<file path="src/rtl/binary_decoder_pipe.sv">
// Registered binary-to-one-hot decoder with valid/ready flow control and a 2-entry skid buffer.
// Optional saturating range-error counter built only when BINARY_DECODER_ERRCNT_EN is defined.
module binary_decoder_pipe #(
    parameter int  p_WIDTH      = 5,
    parameter int  p_CNT_WIDTH  = 8,
    localparam int p_ADDR_WIDTH = $clog2(p_WIDTH)
) (
    input  logic                    i_clk,
    input  logic                    i_reset,
    input  logic                    i_valid,
    output logic                    o_ready,
    input  logic                    i_enable,
    input  logic [p_ADDR_WIDTH-1:0] iv_addr,
    output logic                    o_valid,
    input  logic                    i_ready,
    output logic [p_WIDTH-1:0]      ov_onehot,
    output logic                    o_range_err,
    input  logic                    i_err_clr,
    output logic [p_CNT_WIDTH-1:0]  ov_err_count
);

    localparam logic [p_ADDR_WIDTH:0] lp_WIDTH_CMP = (p_ADDR_WIDTH + 1)'(p_WIDTH);

    logic                 r_ready;
    logic                 r_main_valid;
    logic [p_WIDTH-1:0]   r_main_onehot;
    logic                 r_main_err;
    logic                 r_skid_valid;
    logic [p_WIDTH-1:0]   r_skid_onehot;
    logic                 r_skid_err;

    logic                 w_accept;
    logic                 w_main_free;
    logic                 w_skid_next;
    logic [p_WIDTH-1:0]   w_dec_onehot;
    logic                 w_dec_err;

    // Decode of the beat currently presented; captured only on accept.
    always_comb begin
        w_dec_onehot = '0;
        for (int i = 0; i < p_WIDTH; i++) begin
            if (i_enable && (iv_addr == p_ADDR_WIDTH'(i))) begin
                w_dec_onehot[i] = 1'b1;
            end
        end
    end

    assign w_dec_err   = i_enable && ({1'b0, iv_addr} >= lp_WIDTH_CMP);
    assign w_accept    = i_valid && r_ready;
    assign w_main_free = !r_main_valid || i_ready;

    always_comb begin
        w_skid_next = r_skid_valid;
        if (r_skid_valid) begin
            w_skid_next = !w_main_free;
        end else if (w_accept && !w_main_free) begin
            w_skid_next = 1'b1;
        end
    end

    // Ready drops as soon as the skid fills and returns one edge after it empties.
    always_ff @(posedge i_clk or posedge i_reset) begin
        if (i_reset) begin
            r_ready <= 1'b0;
        end else begin
            r_ready <= !w_skid_next && !r_skid_valid;
        end
    end

    always_ff @(posedge i_clk or posedge i_reset) begin
        if (i_reset) begin
            r_main_valid  <= 1'b0;
            r_main_onehot <= '0;
            r_main_err    <= 1'b0;
            r_skid_valid  <= 1'b0;
            r_skid_onehot <= '0;
            r_skid_err    <= 1'b0;
        end else if (w_main_free) begin
            if (r_skid_valid) begin
                r_main_valid  <= 1'b1;
                r_main_onehot <= r_skid_onehot;
                r_main_err    <= r_skid_err;
                r_skid_valid  <= 1'b0;
                r_skid_onehot <= '0;
                r_skid_err    <= 1'b0;
            end else if (w_accept) begin
                r_main_valid  <= 1'b1;
                r_main_onehot <= w_dec_onehot;
                r_main_err    <= w_dec_err;
            end else begin
                // Empty main register presents all-zero outputs.
                r_main_valid  <= 1'b0;
                r_main_onehot <= '0;
                r_main_err    <= 1'b0;
            end
        end else if (w_accept) begin
            r_skid_valid  <= 1'b1;
            r_skid_onehot <= w_dec_onehot;
            r_skid_err    <= w_dec_err;
        end
    end

    assign o_ready     = r_ready;
    assign o_valid     = r_main_valid;
    assign ov_onehot   = r_main_onehot;
    assign o_range_err = r_main_err;

`ifdef BINARY_DECODER_ERRCNT_EN
    logic [p_CNT_WIDTH-1:0] r_err_count;

    // Clear has priority over a same-cycle increment; count saturates at all-ones.
    always_ff @(posedge i_clk or posedge i_reset) begin
        if (i_reset) begin
            r_err_count <= '0;
        end else if (i_err_clr) begin
            r_err_count <= '0;
        end else if (w_accept && w_dec_err && (r_err_count != '1)) begin
            r_err_count <= r_err_count + 1'b1;
        end
    end

    assign ov_err_count = r_err_count;
`else
    logic w_unused_err_clr;

    assign w_unused_err_clr = i_err_clr;
    assign ov_err_count     = '0;
`endif

endmodule

</file>
<file path="config.mk">
export PLATFORM = sky130hd
export DESIGN_NAME = binary_decoder_pipe
export DESIGN_NICKNAME = d
export VERILOG_FILES = /design/src/rtl/binary_decoder_pipe.sv
export SDC_FILE = /design/constraint.sdc
export NUM_CORES = 1
export LEC_CHECK = 0
export BUFFER_PORTS_ARGS = -buffer_cell sky130_fd_sc_hd__clkbuf_2
export CAP_MARGIN = 10
export CELL_PAD_IN_SITES_DETAIL_PLACEMENT = 1
export CELL_PAD_IN_SITES_GLOBAL_PLACEMENT = 2
export CORE_ASPECT_RATIO = 0.9
export CORE_MARGIN = 10
export CORE_UTILIZATION = 28
export DETAILED_ROUTE_END_ITERATION = 10
export PLACE_DENSITY = 0.84
export SYNTH_ARGS = -nofsm -noshare
export SYNTH_HDL_FRONTEND = slang
export SYNTH_SLANG_ARGS = --single-unit
</file>
<file path="constraint.sdc">
create_clock -name i_clk -period 1.5 [get_ports i_clk]
set_input_delay 0.075 -clock i_clk [delete_from_list [all_inputs] [get_ports i_clk]]
set_output_delay 0.075 -clock i_clk [all_outputs]
set_load 0.03 [all_outputs]
</file>
Word-level counts from Yosys, hierarchy flattened
Index checks and enable logic that the tools add are counted.
- output and inout bits: 16
- input port bits: 9
- logic and storage cells: 51
- register bits after elaboration: 15
- equal/unequal tests: 5
- reductions and logical operators: 17
- $lt $le $gt $ge: 1
- mux-type cells: 21
- operators with widths (cell ; count):
    $mux W5 ; 5
    $mux W1 ; 16
    $logic_and A1 B1 Y1 ; 9
    $eq A3 B2 Y1 const B ; 2
    $logic_not A1 Y1 ; 4
    $eq A3 B1 Y1 const B ; 1
    $eq A3 B3 Y1 const B ; 1
    $ge A3 B3 Y1 const B ; 1
    $logic_not A3 Y1 ; 1
    $ne A2 B2 Y1 const B ; 1
    $reduce_and A2 Y1 ; 1
    $reduce_bool A2 Y1 ; 1
    $logic_or A1 B1 Y1 ; 1

Logic depth before layout (Yosys ltp)
Gate-level depths: netlist of the first run.
- depth after elaboration: 8
- mapped depth: 5
- depth with buffers taken out: 3

Least setup slack after synthesis of the first run
Ideal clock, no wire load.
- path kind: flip-flop to flip-flop
- from: reg r_ready, in the netlist o_ready
- to: reg r_main_onehot[4], in the netlist ov_onehot[4]
- required time: 1.418 ns
- arrival: 1.299 ns
- slack: 0.120 ns
- clock period less this slack: 1.380 ns
- buffers on the path: 0
- library setup time: 0.082 ns
- stages on the path, launching flop included: 4
- cell sequence: dfrtp_1 > nand4_1 > or4_1 > a31oi_1
- longest elaborated chain between the ends: 3
- ends and longest elaborated chain (what ; RTL line ; source):
    start, declared ; 24 ; logic r_ready;
    start signal, assigned ; 66 ; r_ready <= !w_skid_next && !r_skid_valid;
    $logic_and A1 B1 Y1 ; 49 ; assign w_accept = i_valid && r_ready;
    $mux W5 ; 86 ; end else if (w_accept) begin
    $mux W5 ; 79 ; if (r_skid_valid) begin
    end signal, assigned ; 81 ; r_main_onehot <= r_skid_onehot;
    end signal, assigned ; 88 ; r_main_onehot <= w_dec_onehot;
    end, declared ; 26 ; logic [p_WIDTH-1:0] r_main_onehot;
No other way between the ends.
A chain may end at the register's enable or synchronous reset.

Final worst setup path of the first run
Ends and elaborated chain as after synthesis.

==> results.toml, run 1 <==
[run_status]
outcome = "completed"

[layout]
diodes = 0
syn_to_final_growth_pct = 17.8
layout.nets = 103
layout_common_cells = "clkbuf_2 (15), dfrtp_1 (15), nor2_1 (10)"
post_route_cells_drive_above_1_share_pct = 25.8

[placed_design]
placement.setup.worst_slack_ns = 0.132
gp_congestion = 0.743
portBuffers = 15
place_hpwl_um = 1410

[sta]
setup-tns-final_ns = 0
worst_setup_slack_final_ns = 0.119
hold_slack_ns = 0.115
worst-slew-pin-transition_ns = 0.593
post-route-min-period_ns = 1.38
timing.final.hold_violations = 0
achievable_freq_mhz = 724
post-route-period-util_pct = 92.1
timing.slew.headroom_pct = 60.4
final_max_slew_viol_count = 0
rsz_0062_raised_after_global_routing = "no"
final_setup_violations = 0
maximum_clock_skew_at_final_layout_ns = 0.00404

[die]
die-area_mm2 = 0.00503
die_h_um = 68.3
core_area_mm2 = 0.00247
die_w_um = 73.7
initial_core_util_pct = 29.4
row_count = 17
num_io_pins = 25

[global_routing]
antenna_violations_before_repair = 0
grt_max_degree = 16
global_route.usage.total_pct = 7.74
overflow = 0
first_global_vias = 651
grt_pass1_wl_um = 3060

[cts]
maximum_count_of_clock_buffers_along_a_single_path = 2
clkSinkCount = 15
clock_tree_from_tritoncts = "yes"
htree_levels = 1
path_clk_slew_ns = 0.09
ctsRootBufferMaster = "clkbuf_4"
clkLatencyLatePin_ns = 0.28
cts_buffer_count = 3

[synth]
yosys_warnings = 0
postSynth.asyncResetShare_pct = 100
syn-cell-area_um2 = 726
syn-mean-instance-area_um2 = 9.94
synth.distinct_cells = 23
post_synth_edffs = 0
synth.yosys.seq_area_share_pct = 51.7
ys_ff_latch = 15
most_used_flip_flop_cell_after_synthesis = "dfrtp_1"
postSynthCellCount = 73

[drt]
detail_route.wirelength_um = 1800
antenna_violating_nets_post_route = 0
wl_per_cell_um = 14.9
via_per_inst = 4.74
dr.pass1.iters = 4
initialDrtViolationCount = 19
via_count = 574
drc_errors = 0

[worst_hold_path]
min_delay_worst_endpoint = "o_valid"
timing.hold.worst_path_depth = 3
hold_path.startpoint = "i_valid"
worst_hold_path_type = "in -> reg"

[worst_setup_path]
worstPathCellList = "nand4_1 -> or4_1 -> a31oi_1"
critical_path.endpoint_type = "register"
max_stage_delay_on_crit_path_ns = 0.45
r2r.worst_path.cells = 3
startpoint_type = "register"
timing.rr.end = "ov_onehot[4]"
path_class = "reg -> reg"
worstPathMaxFanout = 6
regToRegSetupSlack_ns = 0.12
worst_path_cell_with_the_longest_stage_delay = "dfrtp_1"
worstReg2RegStart = "o_ready"
cp_data_arrival_time_ns = 1.59
cp_data_required_time_ns = 1.71

[power]
power_switching_share_pct = 36.0
power.sequential.fraction_pct = 49.1
worst_ir_drop_vdd_v = 0.000600
p_clk_share_pct = 23.1
power_switching_uw = 364
leakage_uw = 0.000421
power-per-cell-area_mw_per_mm2 = 1180
pwr-share-comb_pct = 27.8
power.internal_uw = 645
power.total_uw = 1010

[flow_run]
max_cap_violations = 0
## cell type report
class,count,area (um2)
multi-input combinational,51,292
inverter,3,11.3
clock buffer,4,26.3
timing repair buffer,20,115
sequential,15,375
fill,297,1610
tap,28,35.0
## registers in the layout (all words and copies together), names as in the netlist
name and flops:
r_skid_err 1, o_valid 1, o_range_err 1, r_skid_onehot 5
r_skid_valid 1, ov_onehot 5, o_ready 1
## worst max-delay path by stage
| stage | end | cells past startpoint | slack [ns] | from |
|---|---|---|---|---|
| after CTS | ov_onehot[4] | 3 | 0.10 | o_ready |
| after detailed placement | ov_onehot[4] | 2 | 0.13 | r_skid_valid |
| after global placement | ov_onehot[1] | 2 | 0.18 | r_skid_valid |
| after floorplan | ov_onehot[4] | 3 | 0.12 | o_ready |
| after global routing | ov_onehot[4] | 3 | 0.02 | o_ready |
| final | ov_onehot[4] | 3 | 0.12 | o_ready |
## cell families after synthesis
group,count (synthesis),synth area share (%)
buffers and inverters,14,11.7
DFF,15,51.7
AOI/OAI and AO/OA,15,15.3
and+or+nand+nor,28,20.7
other,1,0.517
## synthesized netlist by cell type, drive strengths merged, types with 2 or more instances
library cell / n / area, um2
nor2: 10 / 37.5
inv: 3 / 11.3
dfrtp: 15 / 375
a32o: 2 / 20.0
nand2: 7 / 26.3
nand4b: 2 / 17.5
a21oi: 2 / 10.0
or4: 4 / 30.0
and4b: 2 / 21.3
a31oi: 5 / 31.3
buf: 10 / 70.1
a22o: 3 / 26.3
## per-stage QoR
step,area [um2],util (%),std cells
floorplan,752,-,80
global placement,818,33.2,116
CTS,855,34.6,121
global route,855,34.6,121
detailed placement,818,33.2,116
finish,855,34.6,121
## repair_timing
action | in CTS | in global routing
hold endpoints to repair | 15 | 0
hold buffers | 1 | 0
setup buffers | 0 | 0
resized for setup | 0 | 0
## per-layer routing
| layer | vias up | wire, um | global-route usage [%] |
|---|---|---|---|
| li1 | 292 | - | - |
| met1 | 262 | 799 | 8.84 |
| met2 | 18 | 817 | 12.0 |
| met3 | 2 | 152 | 3.90 |
| met4 | 0 | 28 | 3.26 |
| met5 | - | 0 | 0 |
## critical path: cells and delay by family, from the launching register on
family | cells | cell delay (ns)
compound gates | 1 | 0.20
simple gates | 2 | 0.65
flops | 1 | 0.45
## power by group through the flow
stage | Clock (uW) | Combinational, uW | Sequential [uW]
floorplan | 0 | 137 | 564
global placement | 0 | 278 | 501
detailed placement | 0 | 283 | 505
CTS | 243 | 286 | 497
global route | 266 | 308 | 505
finish | 233 | 281 | 495
(Power assumes the default switching activity.)
==> run 2: changes to the inputs <==
Settings changed: GPL_TIMING_DRIVEN set to 0.
==> run 2 against run 1 <==
  * Wire length up 0.83%
  * Power up 0.37%
  * Cell count up 5.8%
  * Maximum frequency down 3.8%
  * Non-clock buffer count up 7
  * Core utilization up 1.8 points
  * Critical path type unchanged
  * Critical endpoint is now r_skid_onehot[0]
==> results.toml, run 2 (same netlist as run 1, synthesis figures left out) <==
[power]
leakage_uw = 0.000454
power.total_uw = 1010
worst_ir_drop_vdd_v = 0.000624
power-per-cell-area_mw_per_mm2 = 1130

[global_routing]
global_route.usage.total_pct = 7.59
grt_pass1_wl_um = 2950
grt_max_degree = 16
antenna_violations_before_repair = 0
first_global_vias = 607
overflow = 0

[cts]
path_clk_slew_ns = 0.09
clock_tree_from_tritoncts = "yes"
postCtsSetupBuffers = 0
clkSinkCount = 15
cts_buffer_count = 3
htree_levels = 1
ctsRootBufferMaster = "clkbuf_4"
clkLatencyLatePin_ns = 0.28
maximum_count_of_clock_buffers_along_a_single_path = 2

[die]
row_count = 17
core_area_mm2 = 0.00247
num_io_pins = 25
die_w_um = 73.7
die-area_mm2 = 0.00503
initial_core_util_pct = 29.4
die_h_um = 68.3

[sta]
achievable_freq_mhz = 696
final_max_slew_viol_count = 0
rsz_0062_raised_after_global_routing = "no"
hold_slack_ns = 0.120
final_setup_violations = 0
timing.slew.headroom_pct = 62.1
timing.final.hold_violations = 0
post-route-period-util_pct = 95.7
maximum_clock_skew_at_final_layout_ns = 0.00241
post-route-min-period_ns = 1.44
setup-tns-final_ns = 0
worst-slew-pin-transition_ns = 0.568

[layout]
utilization_pct = 36.4
post_route_cells_drive_above_1_share_pct = 30.0
seq_area_um2 = 375
syn_to_final_growth_pct = 23.8
final_cell_area_excluding_filler_cells_um2 = 898
layout_common_cells = "clkbuf_2 (15), dfrtp_1 (15), nor2_1 (10)"
layout.nets = 110
multiInputGateArea_um2 = 292
nFillCells = 310
diodes = 0

[placed_design]
portBuffers = 15
detailed_place.area_um2 = 862
gp_congestion = 0.761
place_hpwl_um = 1420

[worst_setup_path]
cp_data_arrival_time_ns = 1.66
startpoint_type = "register"
cp_data_required_time_ns = 1.72
path_class = "reg -> reg"
worstPathMaxFanout = 6
critical_path.endpoint_type = "register"

[drt]
antenna_violating_nets_post_route = 0
via_per_inst = 4.87
via_count = 623
drc_errors = 0
dr.pass1.iters = 2
initialDrtViolationCount = 15
wl_per_cell_um = 14.2
detail_route.wirelength_um = 1810

[worst_hold_path]
worst_hold_path_type = "in -> reg"

[run_status]
outcome = "completed"

[flow_run]
max_cap_violations = 0
-- run 2: final timing paths --
check,start,end,slack (ns),cells past startpoint
max in group asynchronous,i_reset,r_skid_onehot[0],0.76,3
min in group asynchronous,i_reset,r_skid_onehot[3],0.37,3
hold reg to reg,r_skid_err,r_skid_err,0.49,1
setup reg to reg,o_ready,r_skid_onehot[0],0.06,3
setup / recovery,o_ready,r_skid_onehot[0],0.06,3
hold / removal,i_valid,o_valid,0.12,3
-- run 2: routing by layer --
metal | track usage, % | share of wire (%) | vias to the layer above
met1 | 9.33 | 48 | 301
met5 | 0 | 0 | -
li1 | - | - | 303
met4 | 2.09 | 1.3 | 0
met2 | 11.8 | 44 | 17
met3 | 3.32 | 6.5 | 2
-- run 2: power by group --
part	switching, uW	internal [uW]	total, uW
Sequential	34.4	455	489
Clock	128	103	232
Combinational	202	89.9	292
Total	365	648	1010
-- run 2: cell type report --
| cell class | instances | area share [%] |
|---|---|---|
| Sequential cell | 15 | 41.8 |
| Buffer | 11 | 8.22 |
| Multi-Input combinational cell | 51 | 32.5 |
| Clock buffer | 4 | 2.92 |
| Tap cell | 28 | 3.90 |
| Timing Repair Buffer | 16 | 9.47 |
| Inverter | 3 | 1.25 |
-- run 2: repair_timing --
action / CTS / global route
resized for setup: 0 / 0
hold buffers: 1 / 0
hold endpoints to repair: 15 / 0
-- run 2: worst max-delay path, stage by stage, from the launching register on --
cell and delay (ns):
dfrtp_1 0.45, and4b_1 0.27, a21oi_1 0.43, a22o_1 0.22
-- run 2: through the flow --
step	worst slack [ns]	cells
global route	0.0306	128
CTS	0.0931	128
finish	0.0640	128
floorplan	0.120	80
global placement	0.128	123
detailed placement	0.111	123
